**src/rtl/rgb_conv_sequencer.sv**
```systemverilog
// Frame controller for the 3-channel 3x3 systolic convolution array: loads kernels, streams
// 3-row bands column by column, tags combined RGB results and flags completion/protocol errors.
module rgb_conv_sequencer #(
  parameter int unsigned IMG_W        = 224,
  parameter int unsigned IMG_H        = 224,
  parameter int unsigned WLOAD_CYCLES = 1,
  parameter int unsigned DRAIN_MAX    = 16,
  parameter int unsigned CW           = 8
) (
  input  logic          clk,
  input  logic          rst,
  input  logic          start,
  output logic          busy,
  output logic          done,
  output logic          load_weight,
  output logic          start_conv,
  output logic          col,
  input  logic          src_valid,
  output logic          src_ready,
  output logic [CW-1:0] src_row,
  output logic [CW-1:0] src_col,
  input  logic          conv_valid,
  output logic [CW-1:0] out_row,
  output logic [CW-1:0] out_col,
  output logic          out_last,
  output logic          error
);

  localparam int unsigned TMax = (DRAIN_MAX > WLOAD_CYCLES) ? DRAIN_MAX : WLOAD_CYCLES;
  localparam int unsigned TW   = $clog2(TMax + 1);
  localparam int unsigned CW1  = CW + 1;

  localparam logic [CW:0]   ColEnd   = CW1'(IMG_W);
  localparam logic [CW-1:0] ColLast  = CW'(IMG_W - 1);
  localparam logic [CW-1:0] OutFull  = CW'(IMG_W - 2);
  localparam logic [CW-1:0] OutLast  = CW'(IMG_W - 3);
  localparam logic [CW-1:0] BandLast = CW'(IMG_H - 3);
  localparam logic [TW-1:0] WloadEnd = TW'(WLOAD_CYCLES - 1);
  localparam logic [TW-1:0] DrainEnd = TW'(DRAIN_MAX - 1);

  typedef enum logic [2:0] {StIdle, StLoadW, StStream, StDrain, StGap, StFinish} state_e;

  state_e        state_q, state_d;
  logic [CW-1:0] band_q, band_d;
  logic [CW-1:0] col_cnt_q, col_cnt_d;
  logic [CW-1:0] out_cnt_q, out_cnt_d;
  logic [TW-1:0] tmr_q, tmr_d;
  logic          error_q, error_d;
  logic          err_set;

  always_ff @(posedge clk or negedge rst) begin
    if (!rst) begin
      state_q   <= StIdle;
      band_q    <= '0;
      col_cnt_q <= '0;
      out_cnt_q <= '0;
      tmr_q     <= '0;
      error_q   <= 1'b0;
    end else begin
      state_q   <= state_d;
      band_q    <= band_d;
      col_cnt_q <= col_cnt_d;
      out_cnt_q <= out_cnt_d;
      tmr_q     <= tmr_d;
      error_q   <= error_d;
    end
  end

  assign busy        = (state_q == StLoadW) || (state_q == StStream) ||
                       (state_q == StDrain) || (state_q == StGap);
  assign done        = (state_q == StFinish);
  assign load_weight = (state_q == StLoadW);
  assign start_conv  = (state_q == StStream) || (state_q == StDrain);
  assign src_ready   = (state_q == StStream) && ({1'b0, col_cnt_q} < ColEnd);
  assign col         = src_valid && src_ready;
  assign src_row     = band_q;
  assign src_col     = col_cnt_q;
  assign error       = error_q;

  // Result tag is combinational so it lines up with the array's conv_valid cycle.
  assign out_row  = conv_valid ? band_q : '0;
  assign out_col  = conv_valid ? out_cnt_q : '0;
  assign out_last = conv_valid && (band_q == BandLast) && (out_cnt_q == OutLast);

  always_comb begin
    state_d   = state_q;
    band_d    = band_q;
    col_cnt_d = col_cnt_q;
    out_cnt_d = out_cnt_q;
    tmr_d     = tmr_q + 1'b1;
    error_d   = error_q;
    err_set   = 1'b0;

    unique case (state_q)
      StIdle: begin
        tmr_d = '0;
        if (start) begin
          state_d   = StLoadW;
          band_d    = '0;
          col_cnt_d = '0;
          out_cnt_d = '0;
          error_d   = 1'b0;
        end
      end
      StLoadW: begin
        if (tmr_q == WloadEnd) begin
          state_d = StStream;
          tmr_d   = '0;
        end
      end
      StStream: begin
        tmr_d = '0;
        if (col) begin
          col_cnt_d = col_cnt_q + 1'b1;
          if (col_cnt_q == ColLast) state_d = StDrain;
        end
      end
      StDrain: begin
        // A timed-out band is abandoned as if complete, with the error flagged.
        if ((out_cnt_q == OutFull) || (tmr_q == DrainEnd)) begin
          if (out_cnt_q != OutFull) err_set = 1'b1;
          state_d = (band_q == BandLast) ? StFinish : StGap;
          tmr_d   = '0;
        end
      end
      StGap: begin
        state_d   = StStream;
        band_d    = band_q + 1'b1;
        col_cnt_d = '0;
        out_cnt_d = '0;
        tmr_d     = '0;
      end
      StFinish: begin
        state_d = StIdle;
        tmr_d   = '0;
      end
      default: state_d = StIdle;
    endcase

    if (conv_valid) begin
      if ((state_q == StIdle) || (state_q == StLoadW) || (state_q == StGap)) err_set = 1'b1;
      if (out_cnt_q == OutFull) begin
        err_set = 1'b1;
      end else if ((state_q == StStream) || (state_q == StDrain)) begin
        out_cnt_d = out_cnt_q + 1'b1;
      end
    end

    if (err_set) error_d = 1'b1;
  end

endmodule

```
**config.mk**
```make
export PLATFORM = sky130hd
export DESIGN_NAME = rgb_conv_sequencer
export DESIGN_NICKNAME = d
export VERILOG_FILES = /design/src/rtl/rgb_conv_sequencer.sv
export SDC_FILE = /design/constraint.sdc
export NUM_CORES = 1
export LEC_CHECK = 0
export CAP_MARGIN = 40
export CORE_MARGIN = 2
export CORE_UTILIZATION = 40
export CTS_CLUSTER_SIZE = 30
export DETAILED_ROUTE_END_ITERATION = 16
export PLACE_DENSITY = 0.66
export SETUP_SLACK_MARGIN = 0.15
export SYNTH_ARGS = -nofsm -noshare
export SYNTH_HDL_FRONTEND = slang
export SYNTH_SLANG_ARGS = --single-unit
```
**constraint.sdc**
```tcl
create_clock -name clk -period 5.3 [get_ports clk]
set_clock_uncertainty 0.05 [all_clocks]
set_input_delay 1.06 -clock clk [delete_from_list [all_inputs] [get_ports clk]]
set_output_delay 1.06 -clock clk [all_outputs]
set_load 0.01 [all_outputs]
```
==> results of run 1 <==
## metal layers
metal	part of all wire (%)	wire, um
met3	5.1	213
met4	1.4	60
met1	47	1970
met5	0	0
met2	46	1910
## synthesized netlist by cell type, drive strengths merged, types with 2 or more instances
cell / count
and2: 18
a31oi: 2
a21o: 2
dfrtp: 33
nand3b: 3
nor3b: 4
xor2: 2
nor3: 5
a21oi: 5
nand4: 8
o31ai: 2
nor2: 9
o21a: 2
nand3: 17
buf: 4
and3: 6
and4: 2
ha: 9
xnor2: 2
or3: 2
clkbuf: 4
o21ai: 19
nand2: 18
nor2b: 3
inv: 9
mux2i: 6
## state kept, by name (all words and copies together), names as in the netlist
| name | flops |
|---|---|
| out_cnt_q | 8 |
| src_col | 8 |
| src_row | 8 |
| tmr_q | 5 |
| state_q | 3 |
| error | 1 |
## logic make-up after synthesis
logic type	share of synthesized area, %
and+or+nand+nor	30.2
AOI/OAI and AO/OA	12.0
DFF	42.4
buffers and inverters	4.18
adders and majority gates	5.78
muxes	3.66
xor gates and xnor gates	1.80
## final timing paths
path	from	to	slack (ps)
worst min-delay path	tmr_q[0]$_DFF_PN0_	tmr_q[0]$_DFF_PN0_	440
worst min register to register	tmr_q[0]$_DFF_PN0_	tmr_q[0]$_DFF_PN0_	440
worst max register to register	state_q[2]$_DFFE_PN0P_	out_cnt_q[3]$_DFF_PN0_	3280
min in group asynchronous	rst	state_q[0]$_DFFE_PN0P_	1130
max in group asynchronous	rst	src_row[6]$_DFFE_PN0P_	3770
worst max-delay path	conv_valid	out_last	1280
## critical path: cells and delay by family
kind / cells / cell delay [ps]
simple gates: 3 / 520
buf+inv: 2 / 1320
## final cells by class
cell class / instances / area (um^2)
flip-flops and latches: 33 / 826
fillers: 423 / 2180
well taps: 67 / 83.8
clock buffers: 7 / 96.3
clock inverters: 1 / 5.00
multi-input cells: 158 / 1040
inverters: 9 / 33.8
repair buffers: 46 / 455
## power breakdown
part | internal (mW) | switching, mW | total, mW
clock network | 0.117 | 0.0955 | 0.213
logic | 0.0933 | 0.0695 | 0.163
registers | 0.287 | 0.0534 | 0.341
total | 0.498 | 0.218 | 0.716
## metrics by stage
| stage | worst slack (ps) | hold slack, ps |
|---|---|---|
| after detailed placement | 1250 | 436 |
| after global routing | 1080 | 477 |
| final | 1280 | 441 |
| after global placement | 1290 | 428 |
| after CTS | 1250 | 445 |
| after floorplan | 2460 | 404 |
==> flow_summary_export.csv, run 1 <==
group,metric,value,unit
synthesis,synth-edff-count,0,
global_route,gr-usage-met2,27.4,%
global_route,antenna_found_initial,0,
synthesis,synth_top_area_share,42.4,%
synthesis,ys_types,43,
clock_tree,cts_setup_buffers,0,
timing,fmax,249,MHz
timing,slew_viol_final,0,
synthesis,synthTopCellsByArea,"dfrtp_1 42%, ha_1 5.8%, and2_1 5.5%",
cells_and_area,nets,267,
placement,hpwlAfterDp,2980,um
routing,viasPerCell,5.14,
routing,drt_iter0_markers,80,
global_route,grt_overflow,0,
global_route,grt_usage,17.3,%
critical_path,cpPeakStageDelay,790,ps
synthesis,dominantRegCellSynth,"dfrtp_1",
cells_and_area,fin_area,2540,um^2
power_and_ir_drop,vdd_drop_max,0.171,mV
clock_tree,cts_hold_buf,0,
min_path,hp-class,"reg2reg",
placement,place.gp.congestion,0.810,
synthesis,synth_area,1950,um^2
placement,placed_area,2440,um^2
run_status,outcome,"complete, no violations",
critical_path,critPathCaptureType,"output pin",
floorplan,coreArea,4720,um^2
power_and_ir_drop,p_leak,1.09,nW
clock_tree,cts_buffer_depth,2,
clock_tree,root_buffer,"clkbuf_8",
timing,slew_headroom,55.3,%
synthesis,synth_async_sr_flop_share,100,%
power_and_ir_drop,power.density,282,nW/um^2
timing,hold_viol_final,0,
global_route,grt_pass1_vias,1561,
routing,vias,1651,
cells_and_area,syn_to_final_growth,30.5,%
clock_tree,clk_latency,290,ps
synthesis,synth-seq-area-share,42.4,%
floorplan,rows,25,
global_route,met1_usage,23.0,%
timing,fin_crit,4020,ps
synthesis,synth_area_leader_cell,"dfrtp_1",
routing,wirelength,4160,um
floorplan,fp.dieW,73.8,um
power_and_ir_drop,total_power,716,uW
critical_path,arrival,2910,ps
timing,worst_slew_pin_slew,670,ps
cells_and_area,final_cell_mix,"44 x clkdlybuf4s50_1, 33 x dfrtp_1, 18 x o21ai_0, 18 x nand2_1, 17 x and2_1",
critical_path,worst_ep_required_time,4190,ps
routing,wire_per_inst,13.0,um
routing,ant_nets,0,
critical_path,cp_slowest_cell,"clkdlybuf4s50_1",
floorplan,start_util,41.2,%
critical_path,crit_top_cell,"clkdlybuf4s50_1",
critical_path,crit_type,"in2out",
global_route,grt.met3_usage,4.80,%
routing,drcViolationCount,0,
cells_and_area,drive_above_1_share,7.09,%
cells_and_area,n_antenna_cell,0,
critical_path,rr_worst_depth,4,
cells_and_area,layout_commonest_cell,"clkdlybuf4s50_1",
synthesis,yosysWarnings,0,
clock_tree,clk_pin_slew,70,ps
floorplan,die_h,73.8,um
clock_tree,cts-htree-levels,2,
placement,placement.io_buffers,44,
floorplan,dieArea,5440,um^2
cells_and_area,post-route-util,53.8,%
synthesis,ys_ff_latch,33,
cells_and_area,instances_no_fill,321,
routing,firstDrtPassIters,4,
synthesis,synth_nets,222,
run,max_cap_violations,0,
clock_tree,cts_tree,"built",
global_route,busiest_layer,"met2",
floorplan,io_pins,45,
min_path,hold_depth,1,
clock_tree,numCtsBuffers,5,
global_route,grt_max_degree,34,
synthesis,synth_area_per_cell,9.36,um^2
critical_path,start_kind,"input port",
timing,setup_viol,0,
timing,fin_tns_setup,0,ps
clock_tree,numClockSinks,33,
timing,rsz0062_at_grt,"false",
global_route,grt_pass1_wl,7200,um
critical_path,crit_fanout,19,
placement,dp_cells,313,
critical_path,path_cells,"clkdlybuf4s50_1 > nand4_1 > nor2_1 > and3_1 > clkdlybuf4s50_1",
clock_tree,post_cts_resized,0,
synthesis,syn_inst,208,
timing,finalCritPeriodShare,75.9,%
Note: power is estimated with default switching activity, not from simulation.
==> run 2: changes to the inputs <==
==> constraint.sdc (replaced) <==
create_clock -name clk -period 3.9 [get_ports clk]
set_clock_uncertainty 0.05 [all_clocks]
set_input_delay 0.78 -clock clk [delete_from_list [all_inputs] [get_ports clk]]
set_output_delay 0.78 -clock clk [all_outputs]
set_load 0.01 [all_outputs]
==> run 2 against run 1 <==
  * Setup slack got worse by 460 ps
  * Sequential power increased by 37%
  * Clock-buffer cell count unchanged
==> flow_summary_export.csv, run 2 (synthesized netlist as in run 1, its figures left out) <==
group,metric,value,unit
global_route,busiest_layer,"met2",
routing,viasPerCell,5.11,
power_and_ir_drop,total_power,939,uW
floorplan,fp.dieW,73.8,um
clock_tree,post_cts_resized,0,
floorplan,io_pins,45,
critical_path,start_kind,"input port",
critical_path,path_cells,"clkdlybuf4s50_1 > nand4_1 > nor2_1 > and3_1 > clkdlybuf4s50_1",
critical_path,cpPeakStageDelay,530,ps
cells_and_area,n_antenna_cell,0,
min_path,hp-start,"tmr_q[0]$_DFF_PN0_",
timing,setup_viol,0,
global_route,met1_usage,22.0,%
cells_and_area,final_cell_mix,"44 x clkdlybuf4s50_1, 33 x dfrtp_1, 18 x o21ai_0, 18 x nand2_1, 17 x and2_1",
critical_path,cp_slowest_cell,"clkdlybuf4s50_1",
timing,slew_viol_final,0,
timing,fmax,325,MHz
cells_and_area,nets,268,
routing,wirelength,4020,um
clock_tree,cts-htree-levels,2,
cells_and_area,fin_area,2530,um^2
critical_path,critPathCaptureType,"output pin",
min_path,hold_depth,1,
placement,placed_area,2450,um^2
routing,drcViolationCount,0,
floorplan,rows,25,
global_route,grt.met3_usage,4.25,%
global_route,antenna_found_initial,0,
floorplan,start_util,41.2,%
routing,drt_iter0_markers,69,
timing,worst_slew_pin_slew,711,ps
floorplan,coreArea,4720,um^2
timing,hold_viol_final,0,
critical_path,crit_fanout,4,
routing,firstDrtPassIters,4,
clock_tree,cts_buffer_depth,2,
routing,ant_nets,0,
floorplan,die_h,73.8,um
power_and_ir_drop,vdd_drop_max,0.188,mV
global_route,grt_max_degree,34,
timing,slew_headroom,52.6,%
critical_path,worst_ep_required_time,3070,ps
timing,rsz0062_at_grt,"false",
min_path,hp-class,"reg2reg",
clock_tree,cts_setup_buffers,0,
placement,hpwlAfterDp,2990,um
clock_tree,clk_latency,280,ps
power_and_ir_drop,p_leak,1.08,nW
critical_path,reg2reg_from,"tmr_q[0]$_DFF_PN0_",
clock_tree,numCtsBuffers,5,
cells_and_area,drive_above_1_share,6.69,%
floorplan,dieArea,5440,um^2
global_route,grt_pass1_vias,1431,
cells_and_area,fillers,471,
cells_and_area,layout_commonest_cell,"clkdlybuf4s50_1",
clock_tree,root_buffer,"clkbuf_8",
critical_path,crit_top_cell,"clkdlybuf4s50_1",
clock_tree,cts_tree,"built",
cells_and_area,syn_to_final_growth,30.1,%
clock_tree,clk_pin_slew,60,ps
placement,placement.io_buffers,44,
critical_path,r2r-end,"tmr_q[3]$_DFF_PN0_",
timing,fin_tns_setup,0,ps
critical_path,crit_type,"in2out",
global_route,gr-usage-met2,24.0,%
min_path,hold_end,"tmr_q[0]$_DFF_PN0_",
critical_path,arrival,2250,ps
critical_path,rr_worst_depth,5,
global_route,grt_overflow,0,
power_and_ir_drop,power.density,371,nW/um^2
global_route,grt_usage,16.0,%
timing,finalCritPeriodShare,78.9,%
routing,vias,1639,
run,max_cap_violations,0,
clock_tree,cts_hold_buf,0,
routing,wire_per_inst,12.5,um
timing,fin_crit,3080,ps
cells_and_area,post-route-util,53.6,%
run_status,outcome,"complete, no violations",
clock_tree,numClockSinks,33,
global_route,grt_pass1_wl,6640,um
placement,place.gp.congestion,0.805,
critical_path,regToRegSetupSlack,1860,ps
-- run 2: layout make-up --
| cell class | instances | area, um^2 | share of cell area (%) |
|---|---|---|---|
| Multi-Input combinational cell | 158 | 1040 | 41.1 |
| Timing Repair Buffer | 47 | 463 | 18.3 |
| Clock buffer | 7 | 86.3 | 3.41 |
| Inverter | 9 | 33.8 | 1.33 |
| Tap cell | 67 | 83.8 | 3.31 |
| Sequential cell | 33 | 826 | 32.6 |
-- run 2: where the power goes --
group	switching (mW)	internal (mW)
logic	0.0929	0.128
clock network	0.113	0.140
registers	0.0749	0.391
total	0.281	0.658
-- run 2: layer usage --
metal,share of wire [%],vias up
li1,-,838
met1,48,756
met2,47,41
met3,4.8,4
met4,1.1,0
met5,0,-
-- run 2: worst max-delay path by stage --
stage / end / from / slack, ps
final: out_last / conv_valid / 820
after global routing: out_last / conv_valid / 720
after CTS: out_last / conv_valid / 820
after detailed placement: out_last / conv_valid / 830
after global placement: out_last / conv_valid / 880
after floorplan: out_last / conv_valid / 1620
-- run 2: through the flow --
| step | cells | hold slack, ps | setup slack, ps |
|---|---|---|---|
| after floorplan | 208 | 404 | 1620 |
| after global placement | 314 | 429 | 880 |
| after detailed placement | 314 | 444 | 830 |
| after CTS | 321 | 453 | 822 |
| after global routing | 321 | 483 | 719 |
| final | 321 | 445 | 824 |
-- run 2: worst max-delay path: cells and delay by family --
| family | cells | cell delay [ps] |
|---|---|---|
| AND/OR/NAND/NOR | 3 | 450 |
| buffers and inverters | 2 | 1020 |
